**src/rtl/traffic_scheduler_gmii.sv**
```systemverilog
// traffic_scheduler_gmii
// Holds frame transmission until a programmed rtclock start time, then
// launches one generator frame every eff_ivl cycles. It stops after the
// programmed count, or on ctrl_stop, and counts launch slots lost to a
// busy generator. All outputs are registered.
module traffic_scheduler_gmii #(
    parameter int CNT_WIDTH = 32,
    parameter int IVL_WIDTH = 32
) (
    input  logic                 clk,
    input  logic                 rst,
    input  logic [47:0]          sec,
    input  logic [29:0]          nsec,
    input  logic [47:0]          cfg_start_sec,
    input  logic [29:0]          cfg_start_nsec,
    input  logic [CNT_WIDTH-1:0] cfg_frames,
    input  logic [IVL_WIDTH-1:0] cfg_interval,
    input  logic                 ctrl_start,
    input  logic                 ctrl_stop,
    input  logic                 tg_busy,
    output logic                 tg_start,
    output logic                 busy,
    output logic                 done,
    output logic [CNT_WIDTH-1:0] frames_sent,
    output logic [CNT_WIDTH-1:0] late_cnt
);

    typedef enum logic [1:0] {
        S_IDLE  = 2'd0,
        S_ARMED = 2'd1,
        S_ISSUE = 2'd2,
        S_GAP   = 2'd3
    } state_t;

    localparam logic [CNT_WIDTH-1:0] CNT_ZERO = {CNT_WIDTH{1'b0}};
    localparam logic [CNT_WIDTH-1:0] CNT_ONE  = CNT_WIDTH'(1);
    localparam logic [IVL_WIDTH-1:0] IVL_ZERO = {IVL_WIDTH{1'b0}};
    localparam logic [IVL_WIDTH-1:0] IVL_ONE  = IVL_WIDTH'(1);
    localparam logic [IVL_WIDTH-1:0] IVL_MIN  = IVL_WIDTH'(2);

    state_t               r_state;
    state_t               w_state_nxt;
    logic [47:0]          r_start_sec;
    logic [29:0]          r_start_nsec;
    logic [CNT_WIDTH-1:0] r_frames;
    logic [IVL_WIDTH-1:0] r_ivl;
    logic [IVL_WIDTH-1:0] r_timer;
    logic [IVL_WIDTH-1:0] w_timer_nxt;
    logic [IVL_WIDTH-1:0] w_eff_ivl;
    logic                 r_tg_start;
    logic                 r_busy;
    logic                 r_done;
    logic [CNT_WIDTH-1:0] r_frames_sent;
    logic [CNT_WIDTH-1:0] r_late_cnt;
    logic                 w_accept;
    logic                 w_time_reached;
    logic                 w_count_reached;
    logic                 w_fire;
    logic                 w_late;
    logic                 w_set_done;

    // Stop beats start in IDLE; starts while busy are simply not accepted.
    assign w_accept        = (r_state == S_IDLE) && ctrl_start && !ctrl_stop;
    assign w_time_reached  = ({sec, nsec} >= {r_start_sec, r_start_nsec});
    assign w_count_reached = (r_frames != CNT_ZERO) && (r_frames_sent == r_frames);
    // Interval floor of 2 gives the generator one cycle to raise tg_busy.
    assign w_eff_ivl       = (r_ivl < IVL_MIN) ? IVL_MIN : r_ivl;

    // State register.
    always_ff @(posedge clk) begin
        if (rst) begin
            r_state <= S_IDLE;
        end else begin
            r_state <= w_state_nxt;
        end
    end

    // Next-state logic.
    always_comb begin
        w_state_nxt = r_state;
        case (r_state)
            S_IDLE: begin
                if (w_accept) w_state_nxt = S_ARMED;
                else          w_state_nxt = S_IDLE;
            end
            S_ARMED: begin
                if (ctrl_stop)           w_state_nxt = S_IDLE;
                else if (w_time_reached) w_state_nxt = S_ISSUE;
                else                     w_state_nxt = S_ARMED;
            end
            S_ISSUE: begin
                if (ctrl_stop)    w_state_nxt = S_IDLE;
                else if (tg_busy) w_state_nxt = S_ISSUE;
                else              w_state_nxt = S_GAP;
            end
            S_GAP: begin
                if (ctrl_stop || w_count_reached) w_state_nxt = S_IDLE;
                else if (r_timer == IVL_ZERO && tg_busy) w_state_nxt = S_ISSUE;
                else w_state_nxt = S_GAP;
            end
            default: w_state_nxt = S_IDLE;
        endcase
    end

    // Launch, late-slot and timer decisions. A free slot at timer 0 fires
    // straight from GAP so back-to-back launches keep exactly eff_ivl spacing;
    // a slot blocked by tg_busy falls back to ISSUE and waits there.
    always_comb begin
        w_fire      = 1'b0;
        w_late      = 1'b0;
        w_set_done  = 1'b0;
        w_timer_nxt = r_timer;
        case (r_state)
            S_ISSUE: begin
                if (!ctrl_stop && !tg_busy) begin
                    w_fire      = 1'b1;
                    w_timer_nxt = w_eff_ivl - IVL_ONE;
                end else begin
                    w_fire      = 1'b0;
                end
            end
            S_GAP: begin
                if (ctrl_stop) begin
                    w_timer_nxt = r_timer;
                end else if (w_count_reached) begin
                    w_set_done  = 1'b1;
                end else if (r_timer == IVL_ZERO) begin
                    if (tg_busy) begin
                        w_late      = 1'b1;
                    end else begin
                        w_fire      = 1'b1;
                        w_timer_nxt = w_eff_ivl - IVL_ONE;
                    end
                end else begin
                    w_timer_nxt = r_timer - IVL_ONE;
                end
            end
            default: w_timer_nxt = r_timer;
        endcase
    end

    // Registered outputs, counters, gap timer and shadow configuration.
    always_ff @(posedge clk) begin
        if (rst) begin
            r_tg_start    <= 1'b0;
            r_busy        <= 1'b0;
            r_done        <= 1'b0;
            r_frames_sent <= CNT_ZERO;
            r_late_cnt    <= CNT_ZERO;
            r_timer       <= IVL_ZERO;
            r_start_sec   <= 48'd0;
            r_start_nsec  <= 30'd0;
            r_frames      <= CNT_ZERO;
            r_ivl         <= IVL_ZERO;
        end else begin
            r_tg_start <= w_fire;
            r_busy     <= (w_state_nxt != S_IDLE);
            r_timer    <= w_timer_nxt;
            if (w_accept) begin
                r_start_sec   <= cfg_start_sec;
                r_start_nsec  <= cfg_start_nsec;
                r_frames      <= cfg_frames;
                r_ivl         <= cfg_interval;
                r_frames_sent <= CNT_ZERO;
                r_late_cnt    <= CNT_ZERO;
                r_done        <= 1'b0;
            end else begin
                if (w_fire)     r_frames_sent <= r_frames_sent + CNT_ONE;
                if (w_late)     r_late_cnt    <= r_late_cnt + CNT_ONE;
                if (w_set_done) r_done        <= 1'b1;
            end
        end
    end

    assign tg_start    = r_tg_start;
    assign busy        = r_busy;
    assign done        = r_done;
    assign frames_sent = r_frames_sent;
    assign late_cnt    = r_late_cnt;

endmodule

```
**config.mk**
```make
export PLATFORM = sky130hd
export DESIGN_NAME = traffic_scheduler_gmii
export DESIGN_NICKNAME = d
export VERILOG_FILES = /design/src/rtl/traffic_scheduler_gmii.sv
export SDC_FILE = /design/constraint.sdc
export NUM_CORES = 1
export LEC_CHECK = 0
export CORE_MARGIN = 4
export CORE_UTILIZATION = 45
export DETAILED_ROUTE_END_ITERATION = 6
export GPL_TIMING_DRIVEN = 1
export PLACE_DENSITY = 0.73
export SYNTH_ARGS = -nofsm -noshare
export SYNTH_HDL_FRONTEND = slang
export SYNTH_SLANG_ARGS = --single-unit
```
**constraint.sdc**
```tcl
create_clock -name clk -period 6.5 [get_ports clk]
set_clock_uncertainty 0.2 [all_clocks]
set_input_delay 1.3 -clock clk [delete_from_list [all_inputs] [get_ports clk]]
set_output_delay 1.3 -clock clk [all_outputs]
set_load 0.01 [all_outputs]
```
== After elaboration in Yosys (flattened, before gate mapping) ==
Index checks and enable logic that the tools add are counted.
Widths: inputs -> output; s select.

* Register bits: 243
* Word-level logic and storage cells: 69
* Output and inout port bits: 67
* Input port bits: 225

* $add $sub $neg: 4
* Mux-type cells: 29
* Order comparisons: 2
* Reduce and logical (&&, ||, !) cells: 15
* Equality and inequality tests: 8

{| class="wikitable"
|+ Operator list
! kind !! count
|-
| $mux 32 || 6
|-
| $ge 78x78->1 || 1
|-
| $add 32x1->32 const B || 2
|-
| $pmux 32 s2 || 1
|-
| $sub 32x1->32 const B || 2
|-
| $eq 32x32->1 || 1
|-
| $logic_not 32->1 || 1
|-
| $lt 32x2->1 const B || 1
|-
| $reduce_bool 32->1 || 1
|-
| $mux 1 || 16
|-
| $mux 2 || 4
|-
| $pmux 2 s4 || 1
|-
| $ne 2x2->1 const B || 3
|-
| $logic_and 1x1->1 || 5
|-
| $reduce_and 5->1 || 1
|-
| $eq 2x2->1 const B || 2
|-
| $reduce_bool 2->1 || 2
|-
| $ne 3x3->1 const B || 1
|-
| $eq 2x1->1 const B || 1
|-
| $logic_not 1->1 || 2
|-
| $logic_not 2->1 || 1
|-
| $pmux 1 s2 || 1
|-
| $reduce_or 2->1 || 1
|-
| $logic_or 1x1->1 || 1
|}

== Depth between registers and ports, before layout ==
Gate-level depths: netlist (run 1).

* Word-level depth: 8
* Gate-level depth with buffers: 14
* Depth with buffers taken out: 12

== Worst setup path before layout (run 1) ==
No wires, ideal clock.

* Kind: register to register
* Start: register r_ivl[12]
* End: register r_timer[30]
* Path buffers: 1
* Setup time: 0.132 ns
* Path slack: 3.055 ns
* Data required time: 6.168 ns
* Arrival time: 3.112 ns
* Stages on the path, launching flop included: 14
* Period minus slack after synthesis: 3.445 ns
* Cells stage by stage: dfxtp_1 or4_1 nor4_2 and3_1 clkbuf_1 inv_1 o21ai_0 ha_1 nand4_1 nor4_1 xnor2_1 nor2_1 o21ai_0 a21oi_1

* Word-level cells in the longest chain between the ends: 8
* Elaborated cells on any way between the ends: 9
* Classes of those cells: add/sub (1); order compare (1); mux (7)

{| class="wikitable"
|+ RTL lines
! item !! RTL line !! RTL
|-
| start, declared || 46 || <nowiki>logic [IVL_WIDTH-1:0] r_ivl;</nowiki>
|-
| start signal, assigned || 163 || <nowiki>r_ivl <= cfg_interval;</nowiki>
|-
| $lt 32x2->1 || 67 || <nowiki>assign w_eff_ivl = (r_ivl < IVL_MIN) ? IVL_MIN : r_ivl;</nowiki>
|-
| $mux 32 (*) || 67 ||
|-
| $sub 32x1->32 (*) || 117, 132 ||
|-
| $mux 32 || 128 || <nowiki>if (tg_busy) begin</nowiki>
|-
| $mux 32 || 127 || <nowiki>end else if (r_timer == IVL_ZERO) begin</nowiki>
|-
| $mux 32 || 125 || <nowiki>end else if (w_count_reached) begin</nowiki>
|-
| $mux 32 || 123 || <nowiki>if (ctrl_stop) begin</nowiki>
|-
| $pmux 32 s2 (*) || 113 || <nowiki>case (r_state)</nowiki>
|-
| end signal, assigned || 158 || <nowiki>r_timer <= w_timer_nxt;</nowiki>
|-
| end, declared || 47 || <nowiki>logic [IVL_WIDTH-1:0] r_timer;</nowiki>
|}

Every way passes the cells marked *; elsewhere a longest branch is shown, timed or not. The select of a mux whose other input is x is not followed.
A chain may end at the register's enable or synchronous reset.

== Worst setup path after layout (run 1) ==
* Start: register r_ivl[12]
* End: register r_timer[24]

The elaborated chain is that of the path after synthesis.

==> results by group, run 1 <==
Status
  • Outcome: finished, violations left
  • Failing checks: DRC

Pwr
  • Logic gate share of total power: roughly 16%
  • Sw Share: 26.1%
  • Leak Pwr: 6.39 nW
  • Pint: between 0.002 and 0.003 W
  • Peak VDD IR: 186 uV
  • PD cells: around 220 nW/um^2
  • Clock network fraction of total power: between 40% and 50%
  • Sequential power share: 42.6%
  • Psw: just under 0.001 W

Logic synthesis
  • Synth Net Count: about 1800
  • Synth cell types: 67
  • Top cells by count, synth: dfxtp_1 (243), nand2_1 (186), o21ai_0 (140)
  • Synth area leader: dfxtp_1
  • #FFs+latches synth: roughly 240
  • Seq/Total Area, Yosys: between 30% and 40%
  • Count leader, synth: dfxtp_1
  • Synthesized instance count: 1526
  • Async set-reset flop share out of synthesis: 0%
  • Top cell type's share of synthesized area: between 30% and 40%
  • Top post-synthesis cells by area: dfxtp_1 (38%), ha_1 (8.0%), o21ai_0 (5.5%)
  • Total number of yosys warnings: 0
  • Synthesized cell area: ~13000 um^2
  • Post-synth EDFFs: 0
  • Main synth FF type: dfxtp_1
  • Syn_area_per_cell: approximately 8.4 um^2

Floorplanning
  • Core area: 27900 um^2
  • Initial Utilization: between 40 and 50%
  • Placement Rows: 61
  • Width of the die: 176 um
  • Die height: roughly 180 um
  • IO Pins: a little under 300
  • Die area: 31100 um^2

STA
  • Final period util: roughly 64%
  • Setup violators final: 0
  • Unrepaired setup endpoints after global routing: false
  • TNS Setup: 0 ps
  • Actual slew at the worst max-slew pin: ~1200 ps
  • Hold Fails Final Rpt: 0
  • Pins Over Slew Limit: 0
  • Final min period: approximately 4200 ps
  • Slew margin rel.: between 10% and 20%
  • Max Clk Rate: roughly 240 MHz

Placed design
  • GP Congestion: around 0.87
  • IO buf count: 291
  • Post-DP HPWL: 28500 um
  • Inst Count DP: ~2100

Global route
  • Initial antenna violation count: 2
  • GRT Total Usage: approximately a quarter
  • Vias in the first global route: ~12000
  • Grt ovf: 0
  • First-pass GRT wire length: about 60000 um
  • Largest net degree at the start of global routing: 93

Clock network
  • Post-CTS setup buffer count: 0
  • CTS tree: built
  • Post-CTS Hold Buffers: 0
  • Sink Count: roughly 240
  • CTS clk-pin slew, worst paths: about 60 ps
  • Total CTS buffers: 28
  • H-Tree Depth: 1
  • CTS resizes: 0
  • Clk Latency, worst-skew pair: about 550 ps
  • Clock root buffer: clkbuf_16
  • CTS Buffer Depth: 3

Critical path
  • Critical path class: flop to flop
  • R2r setup slk: 2320 ps
  • CP Launch Type: flop
  • CP Max Fanout: 10
  • Worst EP arrival: around 4400 ps
  • Req. time, crit path: approximately 6700 ps
  • Critical path endpoint category: flop

Run
  • Max cap viols: 0

Drt
  • Post-DRT Antenna Nets: 0
  • Total wire length: roughly 39000 um
  • Vias per Instance: roughly 5.7
  • 1st-pass router iterations: 7
  • WL/cell: ~18 um
  • Initial drt markers: approximately 800
  • Via count of the routed design: 12283
  • DR DRC count: 3

Finish
  • Layout cells sized above 1: under 10%
  • Fillcell total: 2449
  • Area of the multi-input gates: about 7000 um^2
  • Nets: 2079
  • Post-Layout Cell Count: between 2000 and 2500
  • Register area: 4860 um^2
  • P&R area growth vs syn: 31.9%

Min path
  • Worst Hold Class: flop to flop
==> placed cells by master (no fill, tap or decap), drive strengths merged, types with 6 or more instances in the layout <==
master / instances
a41o: 7
ha: 82
a31oi: 14
clkdlybuf4s50: 290
a221oi: 6
a21oi: 80
nor3: 32
a21o: 13
nand2: 186
and4: 8
o211ai: 15
a22o: 65
xor2: 44
buf: 11
nor2: 79
xnor2: 28
or3: 30
and2: 6
nor4: 54
nand3b: 6
nand3: 36
o21ai: 141
clkbuf: 43
nand4: 37
a211oi: 8
and3: 11
a31o: 11
a32o: 8
inv: 104
o41ai: 7
o31ai: 6
mux2i: 13
or4: 15
dfxtp: 243
==> power by group through the flow <==
| stage | registers (W) | clock network, W | logic [W] |
|---|---|---|---|
| floorplan | 0.00160 | 0 | 0.000354 |
| global placement | 0.00161 | 0 | 0.000581 |
| detailed placement | 0.00161 | 0 | 0.000594 |
| CTS | 0.00158 | 0.00157 | 0.000599 |
| global route | 0.00159 | 0.00163 | 0.000663 |
| finish | 0.00158 | 0.00153 | 0.000597 |
==> registers in the layout, indices dropped and copies added (netlist names) <==
| signal | count |
|---|---|
| done | 1 |
| r_frames | 32 |
| frames_sent | 32 |
| tg_start | 1 |
| r_start_nsec | 30 |
| busy | 1 |
| r_ivl | 32 |
| late_cnt | 32 |
| r_timer | 32 |
| r_state | 2 |
| r_start_sec | 48 |
==> metal layers <==
layer / global-route usage (%) / vias up / wire length, um / share of wire (%)
met5: 0 / - / 0 / 0
met4: 7.41 / 0 / 1260 / 3.2
met3: 3.55 / 87 / 2150 / 5.5
met2: 39.7 / 390 / 18400 / 47
met1: 32.0 / 5756 / 17400 / 44
li1: - / 6050 / - / -
==> per-stage QoR <==
step                      total power (W)  setup slack (ps)  util (%)  area [um^2]  hold WS [ps]
after floorplan                   0.00195              3060         -        12700           239
after global placement            0.00219              2260      57.1        15900           249
after detailed placement          0.00221              2200      57.1        15900           263
after CTS                         0.00374              2350      60.3        16800           276
after global routing              0.00388              2010      60.4        16800           299
final                             0.00371              2320      60.4        16800           276
==> worst max-delay path, cell delays in order (launching register included) <==
cell	delay, ps
dfxtp_1	360
or4_1	630
nor4_2	390
and3_1	410
inv_1	60
o21ai_0	240
ha_1	310
nand4_1	420
nor4_1	390
xor2_1	280
o21ai_0	110
a221oi_1	250
==> cells by family (layout without fill, tap and decap cells) <==
kind of cell / count (synthesis) / count (layout) / share of synthesized area, %
AOI/OAI and AO/OA: 408 / 408 / 21.6
xor gates and xnor gates: 72 / 72 / 4.95
adders and majority gates: 82 / 82 / 8.05
buffers and inverters: 189 / 455 / 5.65
DFF: 243 / 243 / 38.2
muxes: 13 / 13 / 1.02
other: 0 / 2 / 0
and+or+nand+nor: 519 / 519 / 20.6
==> layout make-up <==
type | count | share of cell area, %
diodes | 2 | 0.0298
inverters | 104 | 2.32
clock inverters | 7 | 0.387
multi-input cells | 1094 | 42.8
clock buffers | 43 | 4.93
flip-flops and latches | 243 | 28.9
well taps | 378 | 2.81
repair buffers | 301 | 17.8
==> worst paths after layout <==
check,start,endpoint,cells past startpoint
max,r_ivl[12],r_timer[24],11
min,done,done,2
max reg2reg,r_ivl[12],r_timer[24],11
min reg2reg,done,done,2
Power figures use the tool's default switching activity.
==> run 2: changes to the inputs <==
Settings changed: PLACE_DENSITY 0.73 to 0.76.
Clock period 6.5 ns to 3.67 ns, I/O delays scaled along.
==> run 2 against run 1 <==
Against the previous run: the run now ends clean; worst hold slack got worse by 1.1 ps; routed wire length grew 2.6%; die area is the same; total power grew 84%; utilization is 1.5 points higher; clock-buffer cell count decreased by 3; global-route usage is 1.2 points higher; sequential share of layout area fell by 0.70 points; final area is 2.5% higher; register-to-register slack got worse by 2100 ps; largest power group is now the clock network.
==> results by group, run 2 (same netlist as run 1, synthesis figures left out) <==
Finish
  • Commonest non-fill, non-tap cell in the layout: clkdlybuf4s50_1
  • Commonest cells after routing, fill and taps aside: clkdlybuf4s50_1 (290), dfxtp_1 (243), nand2_1 (186), o21ai_0 (140), inv_1 (104)
  • Register area: 4860 um^2 (unchanged)
  • Post-Layout Cell Count: 2208 (+1.7%)
  • Layout cells sized above 1: 6.79% (+2.1 points)
  • Final Cell Area: 17200 um^2 (+2.5%)
  • Nets: 2114 (+1.7%)
  • Area of the multi-input gates: 7200 um^2 (+0.12%)
  • Largest Register: r_start_sec
  • Max reg flops: 48 (unchanged)
  • Fillcell total: 2330 (-4.9%)
  • P&R area growth vs syn: 35.2%

Floorplanning
  • Initial Utilization: 45.8% (unchanged)
  • Core area: 27900 um^2 (unchanged)
  • Die height: 176 um (unchanged)
  • Placement Rows: 61 (unchanged)
  • IO Pins: 292 (unchanged)
  • Width of the die: 176 um (unchanged)
  • Die area: 31100 um^2 (unchanged)

Critical path
  • Cell breakdown of the critical path: or4_1 > nor4_2 > and3_1 > inv_1 > o21ai_0 > ha_2 > nand4_1 > buf_4 > nor4_2 > xor2_1 > o21ai_0 > a221oi_1
  • Critical path class: flop to flop
  • Biggest cell delay along the critical path: 630 ps (about the same)
  • Worst path top cell family by delay: simple AND/OR/NAND/NOR gates
  • R2r setup slk: 260 ps (-2060 ps)
  • CP max stage cell: or4_1
  • CP Max Fanout: 10 (unchanged)
  • CP bufs+invs: 2 (+1)
  • Worst EP arrival: 3660 ps (-750 ps)
  • Req. time, crit path: 3920 ps (-2810 ps)
  • CP Launch Type: flop
  • Critical path endpoint category: flop

Pwr
  • Pint: 0.00505 W (+84%)
  • Leak Pwr: 6.61 nW (+3.5%)
  • PD cells: 395 nW/um^2 (+79%)
  • Clock network fraction of total power: 42.5% (+1.2 points)
  • Peak VDD IR: 310 uV (+67%)
  • Sequential power share: 41.0% (-1.6 points)
  • Logic gate share of total power: 16.4% (+0.3 points)
  • Psw: 0.00176 W (+82%)
  • Sw Share: 25.8% (-0.28 points)

Drt
  • 1st-pass router iterations: 5 (-2)
  • Initial drt markers: 886 (+11%)
  • Total wire length: 40200 um (+2.6%)
  • Post-DRT Antenna Nets: 0 (unchanged)
  • WL/cell: 18.2 um (+0.97%)
  • DR DRC count: 0 (-3)
  • Vias per Instance: 5.69 (+0.70%)
  • Via count of the routed design: 12574 (+2.4%)

Run
  • Max cap viols: 0 (unchanged)

Placed design
  • Post-DP Area: 16300 um^2 (+2.1%)
  • IO buf count: 291 (unchanged)
  • Inst Count DP: 2155 (+1.7%)
  • Post-DP HPWL: 29700 um (+4.3%)
  • GP Congestion: 0.934 (+7.1%)

Clock network
  • CTS resizes: 0 (unchanged)
  • Total CTS buffers: 28 (unchanged)
  • CTS Buffer Depth: 3 (unchanged)
  • Post-CTS setup buffer count: 0 (unchanged)
  • CTS tree: built
  • CTS clk-pin slew, worst paths: 60 ps (about the same)
  • Clk Latency, worst-skew pair: 540 ps (about the same)
  • Sink Count: 243 (unchanged)
  • H-Tree Depth: 1 (unchanged)
  • Clock root buffer: clkbuf_16
  • Post-CTS Hold Buffers: 0 (unchanged)

STA
  • Pins Over Slew Limit: 0 (unchanged)
  • Final min period: 3410 ps (-768 ps)
  • Actual slew at the worst max-slew pin: 886 ps (-330 ps)
  • TNS Setup: 0 ps (unchanged)
  • Unrepaired setup endpoints after global routing: false
  • Hold Fails Final Rpt: 0 (unchanged)
  • Setup violators final: 0 (unchanged)
  • Slew margin rel.: 40.9% (+22 points)
  • Final period util: 93.0% (+29 points)
  • Max Clk Rate: 293 MHz (+23%)

Min path
  • Worst Hold Class: flop to flop

Global route
  • First-pass GRT wire length: 64400 um (+5.3%)
  • Vias in the first global route: 12384 (+5.9%)
  • Grt ovf: 0 (unchanged)
  • Largest net degree at the start of global routing: 50 (-46%)
  • GRT Total Usage: 25.0% (+1.2 points)
  • Initial antenna violation count: 4 (+2)

Status
  • Outcome: completed
run 2: changes by cell type in the layout (fill, tap and decap cells not counted), sizes merged:
cell	previous run	this run
clkinv	4	3
clkbuf	43	40
diode	2	4
bufinv	1	3
clkinvlp	2	3
buf	11	46
run 2: area by class of cell:
type                            instances  area share, %
Inverter                              104           2.27
Antenna cell                            4         0.0581
Tap cell                              378           2.74
Multi-Input combinational cell       1094           41.8
Sequential cell                       243           28.2
Timing Repair Buffer                  336           19.3
Clock inverter                          9          0.762
Clock buffer                           40           4.80
run 2: path summary, 6_finish.rpt:
| path | cells after the start | start | to |
|---|---|---|---|
| setup reg to reg | 12 | r_ivl[12] | r_timer[24] |
| hold reg to reg | 2 | late_cnt[31] | late_cnt[31] |
| setup / recovery | 12 | r_ivl[12] | r_timer[24] |
| hold / removal | 2 | late_cnt[31] | late_cnt[31] |
run 2: worst reg2reg max path: stages (launching register included):
cell and delay [ps]:
dfxtp_1 350, or4_1 630, nor4_2 200, and3_1 250, inv_1 50, o21ai_0 220
ha_2 270, nand4_1 130, buf_4 220, nor4_2 180, xor2_1 230, o21ai_0 120
a221oi_1 280
run 2: metal layers:
| layer | GRT usage [%] | part of all wire [%] | vias up |
|---|---|---|---|
| met5 | 0 | 0 | - |
| met4 | 9.13 | 3.9 | 0 |
| met3 | 3.98 | 5.9 | 109 |
| met2 | 41.4 | 47 | 448 |
| met1 | 33.2 | 43 | 5909 |
| li1 | - | - | 6108 |
run 2: power by group through the flow:
stage,Clock [W],Combinational (W),Sequential (W)
global route,0.00305,0.00125,0.00280
floorplan,0,0.000627,0.00283
detailed placement,0,0.00110,0.00285
global placement,0,0.00108,0.00285
CTS,0.00294,0.00111,0.00279
finish,0.00289,0.00112,0.00279
run 2: metrics by stage:
stage | util [%] | power [W] | hold slack (ps) | setup slack [ps]
2_1_floorplan | - | 0.00346 | 239 | 225
3_3_place_gp | 58.4 | 0.00393 | 248 | 29.0
3_5_place_dp | 58.4 | 0.00395 | 258 | 83.1
4_1_cts | 61.8 | 0.00685 | 276 | 189
5_1_grt | 61.9 | 0.00710 | 298 | 11.9
6_report | 61.9 | 0.00681 | 275 | 258
